## config.mk

```make
export PLATFORM = sky130hd
export DESIGN_NAME = instr_fetch
export DESIGN_NICKNAME = d
export VERILOG_FILES = /design/src/rtl/arc_pkg.sv /design/src/rtl/fetch_skid_buf.sv /design/src/rtl/instr_fetch.sv
export SDC_FILE = /design/constraint.sdc
export NUM_CORES = 1
export LEC_CHECK = 0
export CAP_MARGIN = 20
export CORE_ASPECT_RATIO = 1.2
export CORE_MARGIN = 2
export CORE_UTILIZATION = 25
export CTS_BUF_LIST = sky130_fd_sc_hd__clkbuf_2
export CTS_CLUSTER_SIZE = 24
export DETAILED_ROUTE_END_ITERATION = 8
export SETUP_SLACK_MARGIN = 0.1
export SLEW_MARGIN = 30
export SYNTH_ARGS = -nofsm -noshare
export SYNTH_HDL_FRONTEND = slang
export SYNTH_SLANG_ARGS = --single-unit
export TNS_END_PERCENT = 10
```

## constraint.sdc

```tcl
create_clock -name clock -period 2.56 [get_ports clock]
set_input_delay 0.512 -clock clock [delete_from_list [all_inputs] [get_ports clock]]
set_output_delay 0.512 -clock clock [all_outputs]
set_load 0.005 [all_outputs]
```

## src/rtl/arc_pkg.sv

```systemverilog
// Shared types and constants for the ARC MIPS fetch stage.
//   fetch_state_t : fetch FSM encoding (IDLE, FETCH, HOLD, DRAIN)
//   fetch_entry_t : {instr, pcplus4} payload carried by the skid buffer
//   INSTR_NOP     : bubble written into IF/ID on reset and flush
//   ARC_RESET_PC  : default first fetch address
package arc_pkg;

    localparam int unsigned XLEN = 32;

    localparam logic [XLEN-1:0] INSTR_NOP    = 32'h0000_0000;
    localparam logic [XLEN-1:0] ARC_RESET_PC = 32'h0000_0000;

    typedef enum logic [1:0] {
        IDLE  = 2'd0,
        FETCH = 2'd1,
        HOLD  = 2'd2,
        DRAIN = 2'd3
    } fetch_state_t;

    typedef struct packed {
        logic [XLEN-1:0] instr;
        logic [XLEN-1:0] pcplus4;
    } fetch_entry_t;

    // Sequential PC step; wraps silently at the top of the address space.
    function automatic logic [XLEN-1:0] pc_plus4(input logic [XLEN-1:0] pc);
        return XLEN'(pc + XLEN'(4));
    endfunction

endpackage

```

## src/rtl/fetch_skid_buf.sv

```systemverilog
// One-entry {instr, pcplus4} skid buffer for the fetch stage.
// Catches a response that lands while decode is stalled.
//   clock, reset_n        : clock, async active-low reset
//   push_i / pop_i        : write entry / release entry
//   clear_i               : drop contents (redirect); wins over push and pop
//   instr_i, pcplus4_i    : entry written on push
//   full_o                : entry valid
//   instr_o, pcplus4_o    : stored entry (registered)
module fetch_skid_buf
    import arc_pkg::*;
(
    input  logic            clock,
    input  logic            reset_n,
    input  logic            push_i,
    input  logic            pop_i,
    input  logic            clear_i,
    input  logic [XLEN-1:0] instr_i,
    input  logic [XLEN-1:0] pcplus4_i,
    output logic            full_o,
    output logic [XLEN-1:0] instr_o,
    output logic [XLEN-1:0] pcplus4_o
);

    fetch_entry_t entry_q, entry_d;
    logic         full_q, full_d;

    // Next-state: clear > push > pop.
    always_comb begin
        entry_d = entry_q;
        full_d  = full_q;
        if (clear_i) begin
            full_d = 1'b0;
        end else if (push_i) begin
            entry_d.instr   = instr_i;
            entry_d.pcplus4 = pcplus4_i;
            full_d          = 1'b1;
        end else if (pop_i) begin
            full_d = 1'b0;
        end
    end

    always_ff @(posedge clock or negedge reset_n) begin
        if (!reset_n) begin
            entry_q.instr   <= INSTR_NOP;
            entry_q.pcplus4 <= '0;
            full_q          <= 1'b0;
        end else begin
            entry_q <= entry_d;
            full_q  <= full_d;
        end
    end

    assign full_o    = full_q;
    assign instr_o   = entry_q.instr;
    assign pcplus4_o = entry_q.pcplus4;

endmodule

```

## src/rtl/instr_fetch.sv

```systemverilog
// Instruction-fetch stage of the ARC MIPS pipeline.
// Owns the PC, issues one-outstanding word fetches, and fills the IF/ID
// register with {instruction, PC+4}. Decode stall is absorbed by a one-entry
// skid buffer; branch/jump redirect flushes younger work.
// Build option: define ARC_BRANCH_DELAY_SLOT_EN for MIPS delay-slot semantics
// (the instruction right after the branch survives the redirect).
//   clock, reset_n                    : clock, async active-low reset
//   o_imem_req, o_imem_addr           : fetch request / word address (registered)
//   i_imem_rvalid, i_imem_rdata       : response, may come in the request cycle
//   i_con_stallD                      : decode stall, hold IF/ID
//   i_con_redirect, i_data_redirect_pc: taken branch/jump and its target
//   o_instrD, o_data_pcplus4D, o_validD : IF/ID register
module instr_fetch
    import arc_pkg::*;
#(
    parameter logic [XLEN-1:0] RESET_PC = ARC_RESET_PC
) (
    input  logic            clock,
    input  logic            reset_n,
    output logic            o_imem_req,
    output logic [XLEN-1:0] o_imem_addr,
    input  logic            i_imem_rvalid,
    input  logic [XLEN-1:0] i_imem_rdata,
    input  logic            i_con_stallD,
    input  logic            i_con_redirect,
    input  logic [XLEN-1:0] i_data_redirect_pc,
    output logic [XLEN-1:0] o_instrD,
    output logic [XLEN-1:0] o_data_pcplus4D,
    output logic            o_validD
);

`ifdef ARC_BRANCH_DELAY_SLOT_EN
    localparam bit DELAY_SLOT_EN = 1'b1;
`else
    localparam bit DELAY_SLOT_EN = 1'b0;
`endif

    fetch_state_t    state_q, state_d;
    logic            req_q, req_d;
    logic [XLEN-1:0] addr_q, addr_d;
    logic [XLEN-1:0] instr_q, instr_d;
    logic [XLEN-1:0] pcp4_q, pcp4_d;
    logic            valid_q, valid_d;
    logic [XLEN-1:0] redir_pc_q, redir_pc_d;
    // DRAIN is waiting for the delay-slot response rather than a dead one.
    logic            keep_q, keep_d;

    logic            skid_push, skid_pop, skid_clear, skid_full;
    logic [XLEN-1:0] skid_instr, skid_pcp4;

    logic [XLEN-1:0] addr_plus4;
    logic            outstanding;
    logic            rsp_live;

    assign addr_plus4  = pc_plus4(addr_q);
    // A request is in flight whenever req is up (FETCH or DRAIN).
    assign outstanding = (state_q == FETCH) || (state_q == DRAIN);
    // Response belongs to the sequential stream (not a killed request).
    assign rsp_live    = i_imem_rvalid &&
                         ((state_q == FETCH) || ((state_q == DRAIN) && keep_q));

    fetch_skid_buf u_skid (
        .clock     (clock),
        .reset_n   (reset_n),
        .push_i    (skid_push),
        .pop_i     (skid_pop),
        .clear_i   (skid_clear),
        .instr_i   (i_imem_rdata),
        .pcplus4_i (addr_plus4),
        .full_o    (skid_full),
        .instr_o   (skid_instr),
        .pcplus4_o (skid_pcp4)
    );

    // Next-state and IF/ID update; redirect block at the end overrides the case.
    always_comb begin
        state_d    = state_q;
        req_d      = req_q;
        addr_d     = addr_q;
        instr_d    = instr_q;
        pcp4_d     = pcp4_q;
        valid_d    = valid_q;
        redir_pc_d = redir_pc_q;
        keep_d     = keep_q;
        skid_push  = 1'b0;
        skid_pop   = 1'b0;
        skid_clear = 1'b0;

        case (state_q)
            IDLE: begin
                req_d   = 1'b1;
                state_d = FETCH;
            end

            FETCH: begin
                if (i_imem_rvalid) begin
                    addr_d = addr_plus4;
                    if (!i_con_stallD) begin
                        instr_d = i_imem_rdata;
                        pcp4_d  = addr_plus4;
                        valid_d = 1'b1;
                    end else begin
                        skid_push = 1'b1;
                        req_d     = 1'b0;
                        state_d   = HOLD;
                    end
                end else if (!i_con_stallD) begin
                    valid_d = 1'b0;
                end
            end

            HOLD: begin
                if (!i_con_stallD) begin
                    instr_d  = skid_instr;
                    pcp4_d   = skid_pcp4;
                    valid_d  = 1'b1;
                    skid_pop = 1'b1;
                    req_d    = 1'b1;
                    state_d  = FETCH;
                end
            end

            DRAIN: begin
                if (i_imem_rvalid) begin
                    addr_d = redir_pc_q;
                    keep_d = 1'b0;
                    if (keep_q && i_con_stallD) begin
                        // Delay slot arrives under stall: park it, target fetch follows HOLD.
                        skid_push = 1'b1;
                        req_d     = 1'b0;
                        state_d   = HOLD;
                    end else begin
                        state_d = FETCH;
                        if (keep_q) begin
                            instr_d = i_imem_rdata;
                            pcp4_d  = addr_plus4;
                            valid_d = 1'b1;
                        end else if (!i_con_stallD) begin
                            valid_d = 1'b0;
                        end
                    end
                end else if (!i_con_stallD) begin
                    valid_d = 1'b0;
                end
            end

            default: state_d = IDLE;
        endcase

        // Redirect beats stall. Nothing can sit in decode while still in IDLE.
        if (i_con_redirect && (state_q != IDLE)) begin
            valid_d    = 1'b0;
            instr_d    = INSTR_NOP;
            skid_push  = 1'b0;
            skid_pop   = 1'b0;
            skid_clear = 1'b1;
            redir_pc_d = i_data_redirect_pc;
            keep_d     = 1'b0;
            req_d      = 1'b1;
            if (outstanding && !i_imem_rvalid) begin
                // Keep the bus stable until the in-flight response returns.
                state_d = DRAIN;
                addr_d  = addr_q;
                keep_d  = DELAY_SLOT_EN;
            end else begin
                state_d = FETCH;
                addr_d  = i_data_redirect_pc;
            end
            if (DELAY_SLOT_EN) begin
                if (skid_full) begin
                    instr_d = skid_instr;
                    pcp4_d  = skid_pcp4;
                    valid_d = 1'b1;
                end else if (rsp_live) begin
                    instr_d = i_imem_rdata;
                    pcp4_d  = addr_plus4;
                    valid_d = 1'b1;
                end
            end
        end
    end

    always_ff @(posedge clock or negedge reset_n) begin
        if (!reset_n) begin
            state_q    <= IDLE;
            req_q      <= 1'b0;
            addr_q     <= RESET_PC;
            instr_q    <= INSTR_NOP;
            pcp4_q     <= '0;
            valid_q    <= 1'b0;
            redir_pc_q <= RESET_PC;
            keep_q     <= 1'b0;
        end else begin
            state_q    <= state_d;
            req_q      <= req_d;
            addr_q     <= addr_d;
            instr_q    <= instr_d;
            pcp4_q     <= pcp4_d;
            valid_q    <= valid_d;
            redir_pc_q <= redir_pc_d;
            keep_q     <= keep_d;
        end
    end

    assign o_imem_req      = req_q;
    assign o_imem_addr     = addr_q;
    assign o_instrD        = instr_q;
    assign o_data_pcplus4D = pcp4_q;
    assign o_validD        = valid_q;

endmodule

```

==> results of run 1 <==
==> logic make-up after synthesis <==
kind of cell	count (synthesis)	share of synthesized area
and+or+nand+nor	309	0.152
DFF	196	0.537
AOI/OAI and AO/OA	194	0.135
muxes	94	0.110
buffers and inverters	76	0.0332
xor gates and xnor gates	25	0.0240
adders and majority gates	6	0.00822
==> layer usage <==
layer  wire (um)  vias to the layer above  share of wire  GRT usage
li1            -                     3503              -          -
met1       11200                     3559           0.42      0.180
met2       13300                      210           0.50      0.246
met5          27                        -         0.0010          0
met3        1880                       24          0.070     0.0415
met4         399                        4          0.015     0.0336
==> synth_stat cells, drive strengths merged (4+ instances only) <==
cell type and n:
a31oi 9, a21o 5, and2 4, o22ai 12
inv 10, buf 12, dfrtp 196, nor3 11
xor2 14, a21oi 32, nand3 31, o31ai 34
clkbuf 54, nor4 6, mux2i 44, mux2 50
a2bb2oi 9, nand4 12, xnor2 11, nor2 30
o21bai 4, ha 6, o211ai 15, nand2b 4
and3 5, o21ai 59, and4 4, nand2 194
==> repair_timing <==
action	CTS	global route
endpoints found under the setup margin	14	27
gates resized for setup	1	6
gates cloned	0	0
setup buffers	1	1
hold endpoints to repair	86	0
hold buffers	1	0
==> per-stage QoR <==
stage	worst slack (ns)	power, W	util
5_1_grt	0.00670	0.0143	0.332
3_5_place_dp	-0.0189	0.0118	0.325
2_1_floorplan	0.406	0.00841	-
3_3_place_gp	0.0184	0.0117	0.325
6_report	0.130	0.0132	0.332
4_1_cts	0.0238	0.0134	0.332
==> state kept, by name, summed over array words and instances (netlist names) <==
signal,cells
u_skid.pcplus4_o,32
o_imem_addr,32
state_q,2
u_skid.instr_o,32
o_data_pcplus4D,32
o_imem_req,1
o_validD,1
o_instrD,32
redir_pc_q,32
==> final timing paths <==
check                                        from                  end  slack (ns)  cells past startpoint
min reg2reg                        redir_pc_q[27]       redir_pc_q[27]        0.51                      2
min                                       reset_n   u_skid.instr_o[11]        0.15                      2
min in group clock         i_data_redirect_pc[21]       redir_pc_q[21]        0.24                      3
max reg2reg                        o_imem_addr[5]  o_data_pcplus4D[29]        0.25                      6
max                                o_imem_addr[5]       o_imem_addr[5]        0.13                      2
max in group asynchronous                 reset_n  o_data_pcplus4D[11]        1.63                      3
==> worst max-delay path: stages, from the launching register on <==
cell             delay [ns]
dfrtp_1                0.43
buf_4                  0.15
clkdlybuf4s50_1        0.58
==> report_power, final <==
part / internal, W / switching (W) / leakage (nW) / total, W
logic: 0.00323 / 0.00300 / 2.45 / 0.00623
clock network: 0.000380 / 0.00116 / 0.134 / 0.00154
registers: 0.00442 / 0.000996 / 2.38 / 0.00542
==> area by class of cell <==
type	instances	area, um2
Antenna cell	1	2.50
Clock buffer	17	85.1
Clock inverter	15	145
Fill cell	3676	24000
Inverter	10	37.5
Multi-Input combinational cell	628	3970
Sequential cell	196	4910
Tap cell	468	586
Timing Repair Buffer	217	2200
==> flow_summary.ini, run 1 <==
[status]
status = completed

[die]
start_util = 0.254
io_pins = 167
num_rows = 76
core_area_mm2 = 0.0359
die_x_um = 178
die_h_um = 213
die-area_mm2 = 0.0381

[drt]
vias = 7300
finalWirelength_um = 26800
drc = 0
drtPass1Iterations = 6
final_antenna_net_count = 0
wl_per_cell_um = 17.2
drt_iter0_markers = 501
drt-vias-per-instance = 4.70

[grt]
grt_first_pass_wirelength_um = 42000
grt-ovfl-total = 0
grt_pass1_vias = 7338
grt_antenna_before_repair = 3
track_usage = 0.144
grt_max_degree = 89

[yosys]
synthesis.area_mm2 = 0.00913
synth_area_leader_cell = dfrtp_1
ys.flop_type = dfrtp_1
synth-edff-count = 0
async_flop_share = 1.00
syn_area_per_cell_um2 = 10.1
ys_ff_latch = 196
yosysWarnings = 0
synth_top_cell_area_share = 0.537
syn_inst = 900
synth_area_leaders = dfrtp_1, nand2_1, mux2_2
synth_nets = 975
synth.distinct_cells = 54
ys_seq_area_frac = 0.537

[cells_and_area]
layout_commonest_cell = nand2_1
syn_to_final_growth_pct = 30.8
final_nets = 1145
drive_above_1_share = 0.138
fin_area_mm2 = 0.0119
stdcell_count = 1552
most-common-layout-cells = nand2_1, dfrtp_1, clkdlybuf4s50_1

[worst_hold_path]
holdCritPathClass = in2async

[timing]
period_needed_ns = 2.43
drv_slew = 0
fin_crit_sh = 0.949
fmax_mhz = 412
worstMarginPinSlew_ns = 0.605
rsz0062_at_grt = yes
maxSlewHeadroom = 0.596
fin_tns_setup_ns = 0
setup_viol = 0
hold_ws_ns = 0.151
skew_ns = 0.0322
finalHoldViolations = 0

[placement]
hpwl_um = 19500
port_buffers = 166
dp.cells = 1516
placed_area_mm2 = 0.0117
gp_congestion = 0.850

[flow_run]
maxCapViolCount = 0

[setup_path]
crit_path_start_kind = flip-flop
cp-end-kind = output pin
path_max_fanout = 6
cp.required_ns = 2.05
worstSetupPathType = reg2out
arrival_ns = 1.92

[clock_tree]
htreeDepth = 4
clk_latency_ns = 0.78
cts_tree = yes
clkSlewWorstSetupHoldPaths_ns = 0.30
root_buffer = clkbuf_2
cts_sinks = 196
cts-buffers-inserted = 17
cts_buffer_depth = 2

[pwr]
power_leakage_nw = 4.96
vdd_drop_max_mv = 0.576
pwr_density_cell_mw_per_mm2 = 1110
Note: power is estimated with default switching activity, not from simulation.
==> run 2: changes to the inputs <==
--- a/config.mk
+++ b/config.mk
@@ -10,7 +10,7 @@
 export CORE_MARGIN = 2
 export CORE_UTILIZATION = 25
 export CTS_BUF_LIST = sky130_fd_sc_hd__clkbuf_2
-export CTS_CLUSTER_SIZE = 24
+export CTS_CLUSTER_SIZE = 8
 export DETAILED_ROUTE_END_ITERATION = 8
 export SETUP_SLACK_MARGIN = 0.1
 export SLEW_MARGIN = 30
==> results of run 2 <==
Same layout as run 1: the final DEF is identical, and so are final timing and power.
==> run 3: changes to the inputs <==
--- a/config.mk
+++ b/config.mk
@@ -8,10 +8,11 @@
 export CAP_MARGIN = 20
 export CORE_ASPECT_RATIO = 1.2
 export CORE_MARGIN = 2
-export CORE_UTILIZATION = 25
+export CORE_UTILIZATION = 45
 export CTS_BUF_LIST = sky130_fd_sc_hd__clkbuf_2
 export CTS_CLUSTER_SIZE = 8
 export DETAILED_ROUTE_END_ITERATION = 8
+export PLACE_DENSITY = 0.77
 export SETUP_SLACK_MARGIN = 0.1
 export SLEW_MARGIN = 30
 export SYNTH_ARGS = -nofsm -noshare
==> run 3 against run 2 <==
Sequential power about the same. Non-clock buffer count is 3 lower. Power decreased by 2.0%. Fmax is 2.4% higher. Critical endpoint is now o_imem_addr[11]. Routed wire length decreased by 12%. Critical path depth is 1 lower. Worst setup slack better by 0.057 ns. Clock skew fell by 0.0047 ns. Utilization is 25 points higher. Critical path type unchanged.
==> flow_summary.ini, run 3 (synthesized netlist as in run 1, its figures left out) <==
[status]
status = completed

[timing]
skew_ns = 0.0276
setup_viol = 0
worstMarginPinSlew_ns = 0.561
period_needed_ns = 2.37
maxSlewHeadroom = 0.626
hold_ws_ns = 0.256
fin_crit_sh = 0.927
drv_slew = 0
finalHoldViolations = 0
rsz0062_at_grt = yes
fmax_mhz = 421

[cells_and_area]
drive_above_1_share = 0.147
fin_area_mm2 = 0.0117
antenna_cells = 0
nFillCells = 1717
final_nets = 1142
layout_commonest_cell = nand2_1
most-common-layout-cells = nand2_1, dfrtp_1, clkdlybuf4s50_1
syn_to_final_growth_pct = 27.8

[pwr]
vdd_drop_max_mv = 0.494
power_leakage_nw = 4.97
pwr_density_cell_mw_per_mm2 = 1110

[placement]
gp_congestion = 0.893
hpwl_um = 16900
port_buffers = 166
placed_area_mm2 = 0.0114

[grt]
grt_antenna_before_repair = 1
track_usage = 0.223
grt_max_degree = 67
grt_pass1_vias = 7389
grt_first_pass_wirelength_um = 38200
grt-ovfl-total = 0

[drt]
finalWirelength_um = 23400
vias = 7319
drc = 0
drt_iter0_markers = 469
final_antenna_net_count = 0
drtPass1Iterations = 4
wl_per_cell_um = 17.4
drt-vias-per-instance = 5.44

[setup_path]
arrival_ns = 1.86
crit_path_start_kind = flip-flop
crit_family = buffers and inverters
cp-end-kind = output pin
worstSetupPathType = reg2out
cpMaxStageDelayCell = clkdlybuf4s50_1
crit_chain = clkdlybuf4s50_1
cp.required_ns = 2.05
path_buf_inv = 1
cpPeakStageDelay_ns = 0.55
path_max_fanout = 5

[clock_tree]
htreeDepth = 4
cts_sinks = 196
cts-buffers-inserted = 17
clk_latency_ns = 0.77
clkSlewWorstSetupHoldPaths_ns = 0.27
cts_tree = yes
root_buffer = clkbuf_2
cts_buffer_depth = 2

[die]
start_util = 0.455
die_x_um = 134
die-area_mm2 = 0.0214
die_h_um = 160
num_rows = 57
io_pins = 167
core_area_mm2 = 0.0200

[worst_hold_path]
holdCritPathClass = in2reg

[flow_run]
maxCapViolCount = 0
run 3: cell count changes in the layout (fill, tap and decap cells not counted), sizes merged:
| cell | before | now |
|---|---|---|
| inv | 16 | 13 |
| clkbuf | 18 | 21 |
| dlymetal6s2s | 1 | 6 |
| bufinv | 1 | 2 |
| dlygate4sd2 | 1 | 0 |
| clkinvlp | 3 | 2 |
| buf | 50 | 47 |
| clkdlybuf4s50 | 163 | 159 |
| diode | 1 | 0 |
run 3: cell type report:
| class | count | area (um2) | area share |
|---|---|---|---|
| Sequential cell | 196 | 4930 | 0.422 |
| Multi-Input combinational cell | 628 | 3970 | 0.340 |
| Timing Repair Buffer | 214 | 2170 | 0.186 |
| Tap cell | 265 | 332 | 0.0284 |
| Clock inverter | 12 | 128 | 0.0109 |
| Clock buffer | 20 | 100 | 0.00858 |
| Inverter | 10 | 37.5 | 0.00322 |
run 3: metal layers:
layer / share of wire / track usage
met5: 0 / 0
met4: 0.018 / 0.0718
met3: 0.066 / 0.0584
met2: 0.49 / 0.372
met1: 0.42 / 0.283
run 3: timing repair:
action / 4_1_cts / 5_1_grt
endpoints found under the hold margin: 62 / 0
gates resized for setup: 0 / 29
buffers inserted: 1 / 0
hold buffers: 1 / 0
cloned: 0 / 0
endpoints found under the setup margin: 5 / 39
run 3: power breakdown:
group	leakage [nW]	internal, W	switching [W]
clock	0.140	0.000461	0.00106
sequential	2.37	0.00444	0.000996
combinational	2.46	0.00315	0.00281
total	4.97	0.00806	0.00487
run 3: path summary, 6_finish.rpt:
kind                                             start  slack, ns                   to  cells past startpoint
worst max register to register              state_q[0]       0.22  o_data_pcplus4D[29]                      7
min in group asynchronous                      reset_n       0.27        redir_pc_q[7]                      2
worst min register to register           redir_pc_q[1]       0.50        redir_pc_q[1]                      2
worst min-delay path            i_data_redirect_pc[11]       0.26       redir_pc_q[11]                      3
worst max-delay path                   o_imem_addr[11]       0.19      o_imem_addr[11]                      1
max in group asynchronous                      reset_n       1.54      o_imem_addr[25]                      3
run 3: per-stage QoR:
step / total power, W / utilization / std cells / TNS [ns] / worst slack [ns]
after detailed placement: 0.0114 / 0.567 / 1311 / -0.261 / -0.0410
after floorplan: 0.00841 / - / 900 / 0 / 0.406
after global placement: 0.0112 / 0.567 / 1311 / 0 / 0.0853
final: 0.0129 / 0.582 / 1345 / 0 / 0.187
after CTS: 0.0130 / 0.579 / 1345 / 0 / 0.0817
after global routing: 0.0139 / 0.582 / 1345 / 0 / 0.0837
run 3: tightest hold or removal path, stage by stage:
cell             delay [ns]
clkdlybuf4s50_1        0.40
nand2_1                0.06
nand2_1                0.06
